--- config.mk ---
export PLATFORM = sky130hd
export DESIGN_NAME = zeroriscy_rf_wb_arbiter
export DESIGN_NICKNAME = d
export VERILOG_FILES = /design/src/rtl/zeroriscy_rf_wb_arbiter.sv
export SDC_FILE = /design/constraint.sdc
export NUM_CORES = 1
export LEC_CHECK = 0
export ABC_AREA = 1
export BUFFER_PORTS_ARGS = -buffer_cell sky130_fd_sc_hd__buf_2
export CAP_MARGIN = 25
export CORE_ASPECT_RATIO = 1.25
export CORE_UTILIZATION = 40
export DETAILED_ROUTE_END_ITERATION = 16
export GPL_TIMING_DRIVEN = 1
export PLACE_DENSITY = 0.69
export SYNTH_ARGS = -nofsm -noshare
export SYNTH_HDL_FRONTEND = slang
export SYNTH_SLANG_ARGS = --single-unit
--- constraint.sdc ---
create_clock -name clk -period 3.1 [get_ports clk]
set_clock_uncertainty 0.1 [all_clocks]
set_input_delay 0.62 -clock clk [delete_from_list [all_inputs] [get_ports clk]]
set_output_delay 0.62 -clock clk [all_outputs]
set_load 0.01 [all_outputs]
--- src/rtl/zeroriscy_rf_wb_arbiter.sv ---
// ---------------------------------------------------------------------------
// zeroriscy_rf_wb_arbiter
//
// Arbitrates the single write port of the flip-flop register file between the
// EX-stage result path and the LSU load-return path. It also keeps a
// per-register pending-load scoreboard.
//
// Priority on the write port is LSU > held EX > direct EX. LSU returns are
// never back-pressured. An EX write that is accepted in a cycle where the LSU
// owns the port parks in a one-entry holding register. It drains in the first
// cycle with no LSU return.
//
// The scoreboard flags RAW hazards on the two decode read addresses. It also
// blocks an EX write to a register that still has a load outstanding, so a
// later EX result cannot be overwritten by an older load (WAW).
//
// Ports:
//   clk, rst_n            clock, asynchronous active-low reset
//   ex_valid_i/waddr/wdata EX write request; ex_ready_o = accepted this cycle
//   lsu_valid_i/waddr/wdata load data return (always accepted)
//   load_issue_i/addr     load issued this cycle, sets the pending bit
//   raddr_a_i, raddr_b_i  decode read addresses checked for hazards
//   hazard_o              a read address is pending or sitting in the hold
//   rf_we_o/waddr/wdata   register file write port
//   busy_o                hold register full or any load outstanding
// ---------------------------------------------------------------------------
module zeroriscy_rf_wb_arbiter #(
    parameter int DATA_WIDTH = 32,
    parameter bit RV32E      = 1'b0
) (
    input  logic                  clk,
    input  logic                  rst_n,

    input  logic                  ex_valid_i,
    input  logic [4:0]            ex_waddr_i,
    input  logic [DATA_WIDTH-1:0] ex_wdata_i,
    output logic                  ex_ready_o,

    input  logic                  lsu_valid_i,
    input  logic [4:0]            lsu_waddr_i,
    input  logic [DATA_WIDTH-1:0] lsu_wdata_i,

    input  logic                  load_issue_i,
    input  logic [4:0]            load_issue_addr_i,

    input  logic [4:0]            raddr_a_i,
    input  logic [4:0]            raddr_b_i,
    output logic                  hazard_o,

    output logic                  rf_we_o,
    output logic [4:0]            rf_waddr_o,
    output logic [DATA_WIDTH-1:0] rf_wdata_o,

    output logic                  busy_o
);

    // RV32E has only 16 registers, so addr[4] is dropped everywhere.
    localparam int IDX_W = RV32E ? 4 : 5;
    localparam int NUM   = 1 << IDX_W;

    function automatic logic [IDX_W-1:0] f_idx(input logic [4:0] addr);
        return addr[IDX_W-1:0];
    endfunction

    logic                  r_hold_valid;
    logic [4:0]            r_hold_addr;
    logic [DATA_WIDTH-1:0] r_hold_data;
    logic [NUM-1:0]        r_pend;

    logic                  w_ex_acc;
    logic                  w_sel_valid;
    logic [4:0]            w_sel_addr;
    logic [DATA_WIDTH-1:0] w_sel_data;
    logic [NUM-1:0]        w_pend_nxt;
    logic [IDX_W-1:0]      w_idx_a;
    logic [IDX_W-1:0]      w_idx_b;
    logic [IDX_W-1:0]      w_idx_hold;
    logic                  w_haz_a;
    logic                  w_haz_b;

    // While the hold is occupied no new EX write is taken. This keeps the
    // drain and a fresh EX write from ever competing for the same cycle.
    assign w_ex_acc   = ex_valid_i & ~r_hold_valid & ~r_pend[f_idx(ex_waddr_i)];
    assign ex_ready_o = w_ex_acc;

    always_comb begin
        w_sel_valid = 1'b0;
        w_sel_addr  = '0;
        w_sel_data  = '0;
        if (lsu_valid_i) begin
            w_sel_valid = 1'b1;
            w_sel_addr  = lsu_waddr_i;
            w_sel_data  = lsu_wdata_i;
        end else if (r_hold_valid) begin
            w_sel_valid = 1'b1;
            w_sel_addr  = r_hold_addr;
            w_sel_data  = r_hold_data;
        end else if (w_ex_acc) begin
            w_sel_valid = 1'b1;
            w_sel_addr  = ex_waddr_i;
            w_sel_data  = ex_wdata_i;
        end
    end

    // x0 writes still complete the handshake but never reach the file.
    assign rf_we_o    = w_sel_valid & (f_idx(w_sel_addr) != '0);
    assign rf_waddr_o = w_sel_addr;
    assign rf_wdata_o = w_sel_data;

    // The clear is applied first so that a same-cycle issue to the same
    // register wins: the new load is still in flight.
    always_comb begin
        w_pend_nxt = r_pend;
        if (lsu_valid_i) begin
            w_pend_nxt[f_idx(lsu_waddr_i)] = 1'b0;
        end
        if (load_issue_i && (f_idx(load_issue_addr_i) != '0)) begin
            w_pend_nxt[f_idx(load_issue_addr_i)] = 1'b1;
        end
    end

    // A held write has not reached the file yet, so it is a hazard as well.
    // The hazard depends only on state and read addresses, never on ex_*.
    assign w_idx_a    = f_idx(raddr_a_i);
    assign w_idx_b    = f_idx(raddr_b_i);
    assign w_idx_hold = f_idx(r_hold_addr);
    assign w_haz_a    = (w_idx_a != '0) &
                        (r_pend[w_idx_a] | (r_hold_valid & (w_idx_hold == w_idx_a)));
    assign w_haz_b    = (w_idx_b != '0) &
                        (r_pend[w_idx_b] | (r_hold_valid & (w_idx_hold == w_idx_b)));
    assign hazard_o   = w_haz_a | w_haz_b;

    assign busy_o = r_hold_valid | (|r_pend);

    always_ff @(posedge clk or negedge rst_n) begin
        if (!rst_n) begin
            r_hold_valid <= 1'b0;
            r_hold_addr  <= '0;
            r_hold_data  <= '0;
            r_pend       <= '0;
        end else begin
            r_pend <= w_pend_nxt;
            // Capture EX only when the LSU took the port in the same cycle.
            if (w_ex_acc && lsu_valid_i) begin
                r_hold_valid <= 1'b1;
                r_hold_addr  <= ex_waddr_i;
                r_hold_data  <= ex_wdata_i;
            end else if (r_hold_valid && !lsu_valid_i) begin
                r_hold_valid <= 1'b0;
            end
        end
    end

endmodule

==> results.sh <==
export IMPL_yosysWarnings=0
export IMPL_comb_power_share_pct=29.0
export IMPL_layout_drive_gt1_share_pct=23.31
export IMPL_syn_inst=719
export IMPL_syn2layout_area_growth_pct=23.94
export IMPL_worst_pin_slew_ns=0.4841
export IMPL_synth_most_common_cell="nand2_1"
export IMPL_core_area_sq_um=11670
export IMPL_drtAntennaViolNets=0
export IMPL_period_minus_slack_ns=2.899
export IMPL_synth_seq_cells=70
export IMPL_power_density_nw_per_um2=569.1
export IMPL_hold_violations=0
export IMPL_end_kind="primary output"
export IMPL_start_kind="input pin"
export IMPL_num_rows=44
export IMPL_critPathMaxFanout=24
export IMPL_die_h_microns=124.8
export IMPL_drtPass1Iterations=5
export IMPL_drv_slew=0
export IMPL_clockBufferDepth=2
export IMPL_fin_util_pct=51.23
export IMPL_die_w_microns=100.2
export IMPL_cts_max_level=3
export IMPL_wire_per_inst_microns=15.43
export IMPL_via_per_inst=5.404
export IMPL_crit_type="in -> out"
export IMPL_synthesis_area_sq_um=4825
export IMPL_synth_nets=813
export IMPL_nets=934
export IMPL_r2r_cells=13
export IMPL_setup_tns_final_ns=0
export IMPL_antenna_found_initial=0
export IMPL_clk_pin_slew_ns=0.05
export IMPL_grt_max_degree=70
export IMPL_hold_path_class="in -> async"
export IMPL_cap_violations=0
export IMPL_initial_core_util_pct=41.34
export IMPL_routed_wl_microns=15520
export IMPL_synth_area_leaders="dfrtp_1 36%, nand3_1 12%, nand2_1 11%"
export IMPL_switching_share_pct=35.21
export IMPL_grt_usage_pct=25.33
export IMPL_gp_congestion=0.9651
export IMPL_setup_violations=0
export IMPL_fin_cells=1006
export IMPL_synth_edff_count=0
export IMPL_grt_ovfl_total=0
export IMPL_cts_tree="done"
export IMPL_p_seq_share_pct=39.4
export IMPL_r2r_start="r_pend[15]"
export IMPL_yosys_area_top_type="dfrtp_1"
export IMPL_clock_latency_ns=0.33
export IMPL_worstPathArrival_ns=2.18
export IMPL_synthDominantCellAreaShare_pct=36.31
export IMPL_slew_headroom_pct=67.73
export IMPL_hpwl_microns=11650
export IMPL_status="finished clean"
export IMPL_internal_power_mw=2.205
export IMPL_antenna_cells=0
export IMPL_cts_root_buf="clkbuf_16"
export IMPL_drtIter0Drc=320
export IMPL_grt_setup_unrepaired="false"
export IMPL_vdd_ir_drop_worst_mv=0.2681
export IMPL_synth_cell_type_count=26
export IMPL_yosys_top_cells_count="146 x nand2_1, 111 x nand3_1, 97 x o21ai_0"
export IMPL_p_switching_mw=1.198
export IMPL_avgSynthCellArea_sq_um=6.710
export IMPL_timing_fmax_ghz=0.3449
export IMPL_crit_start="ex_waddr_i[1]"
export IMPL_rr_endpoint="r_hold_addr[3]"
export IMPL_grt_first_pass_wirelength_microns=25120
export IMPL_power_frac_clock_pct=31.5
export IMPL_fillers=1257
export IMPL_async_flop_share_pct=100.0
export IMPL_ios=135
export IMPL_num_vias=5436
export IMPL_finalCritPeriodShare_pct=93.52
export IMPL_drc=0
export IMPL_grt_pass1_vias=5160
export IMPL_synth_ff_type="dfrtp_1"
export IMPL_cts_buffers=9
export IMPL_dp_cells=988
export IMPL_die_area_sq_um=12510
export IMPL_clock_sinks=70
export IMPL_rrSetupSlack_ns=0.81
export IMPL_required_ns=2.38
export IMPL_p_leak_nw=2.941
export IMPL_port_buffers=134
export IMPL_ys_seq_area_share_pct=36.31
## layer usage
| layer | share of wire [%] | GRT usage, % |
|---|---|---|
| met5 | 0 | 0 |
| met4 | 4.4 | 14.32 |
| met3 | 6.2 | 4.097 |
| met2 | 49 | 42.14 |
| met1 | 40 | 30.69 |
## logic make-up after synthesis
logic type             after synthesis  share of synthesized area [%]
AO/OA/AOI/OAI                      219                          24.43
AND/OR/NAND/NOR                    322                          29.10
buffers and inverters              104                          9.440
XOR/XNOR                             4                         0.7261
flip-flops                          70                          36.31
## timing repair
item,CTS,global route
resized for setup,0,3
buffers inserted,0,1
endpoints found under the setup margin,0,25
hold buffers,0,0
hold endpoints to repair,0,0
## sequential cells by signal (all words and copies together) (netlist names)
| register | count |
|---|---|
| r_hold_data | 32 |
| r_pend | 32 |
| r_hold_addr | 5 |
| r_hold_valid | 1 |
## how the worst max path moves through the flow
stage                          end  slack [ns]  cells after the start
floorplan           rf_wdata_o[10]        0.42                     11
global placement           rf_we_o        0.11                     15
CTS                        rf_we_o        0.08                     15
global route        rf_wdata_o[16]        0.01                     11
detailed placement         rf_we_o        0.07                     15
finish               rf_wdata_o[7]        0.20                     11
## cells in the final DEF, fill, tap and decap left out
cell        synthesis  layout
o21ai_0            97      97
o211ai_1            1       1
xor2_1              4       4
bufinv_16           0       1
clkbuf_16           0      10
nand2_2            10      10
nor3_1              1       1
nor2_1             42      42
buf_12              0       2
a211oi_1            1       1
a2111oi_0           1       1
dfrtp_1            70      70
a21boi_4            0       1
buf_2               6     133
nand4_1            10      10
buf_4               4      14
o22ai_1             3       3
clkinvlp_4          0       2
a21oi_1            93      93
clkinv_4            1       2
inv_1              61      60
inv_2               1       2
clkbuf_8            0       3
nand3_1           111     111
nor4_1              2       2
a21oi_2            17      17
o21ai_1             5       5
clkinv_1            1       1
nand2_1           146     146
## power by group through the flow
stage | sequential (mW) | clock, mW | combinational, mW
final | 1.34 | 1.07 | 0.988
after global routing | 1.37 | 1.13 | 1.12
after CTS | 1.34 | 1.10 | 0.968
after detailed placement | 1.35 | 0 | 0.970
after global placement | 1.34 | 0 | 0.953
after floorplan | 1.27 | 0 | 0.649
## critical path: stages
cell	delay [ns]
buf_2	0.21
inv_2	0.13
nand3_1	0.11
nand3_1	0.07
nand3_1	0.09
nand3_1	0.14
a21boi_4	0.24
buf_12	0.20
nand2_1	0.06
a21oi_1	0.14
buf_2	0.15
## metrics by stage
stage          cell area (sq um)  hold slack, ns  total power, mW  worst slack, ns
6_report                    5979          0.1451            3.403           0.2010
5_1_grt                     5979          0.1720            3.609          0.01413
2_1_floorplan               4825          0.2244            1.924           0.4222
3_5_place_dp                5624          0.3594            2.316          0.06761
3_3_place_gp                5624          0.3542            2.297           0.1110
4_1_cts                     5944          0.1540            3.400          0.07673
## cell type report
cell class                      count  area, sq um  area share, %
Inverter                           64        245.2          4.101
Clock inverter                      4        53.80         0.8998
Clock buffer                       12        266.5          4.457
Tap cell                          161        201.4          3.369
Timing Repair Buffer              150        835.8          13.98
Multi-Input combinational cell    545         2625          43.90
Sequential cell                    70         1752          29.29
No activity file was read; power rests on OpenSTA's default activity.
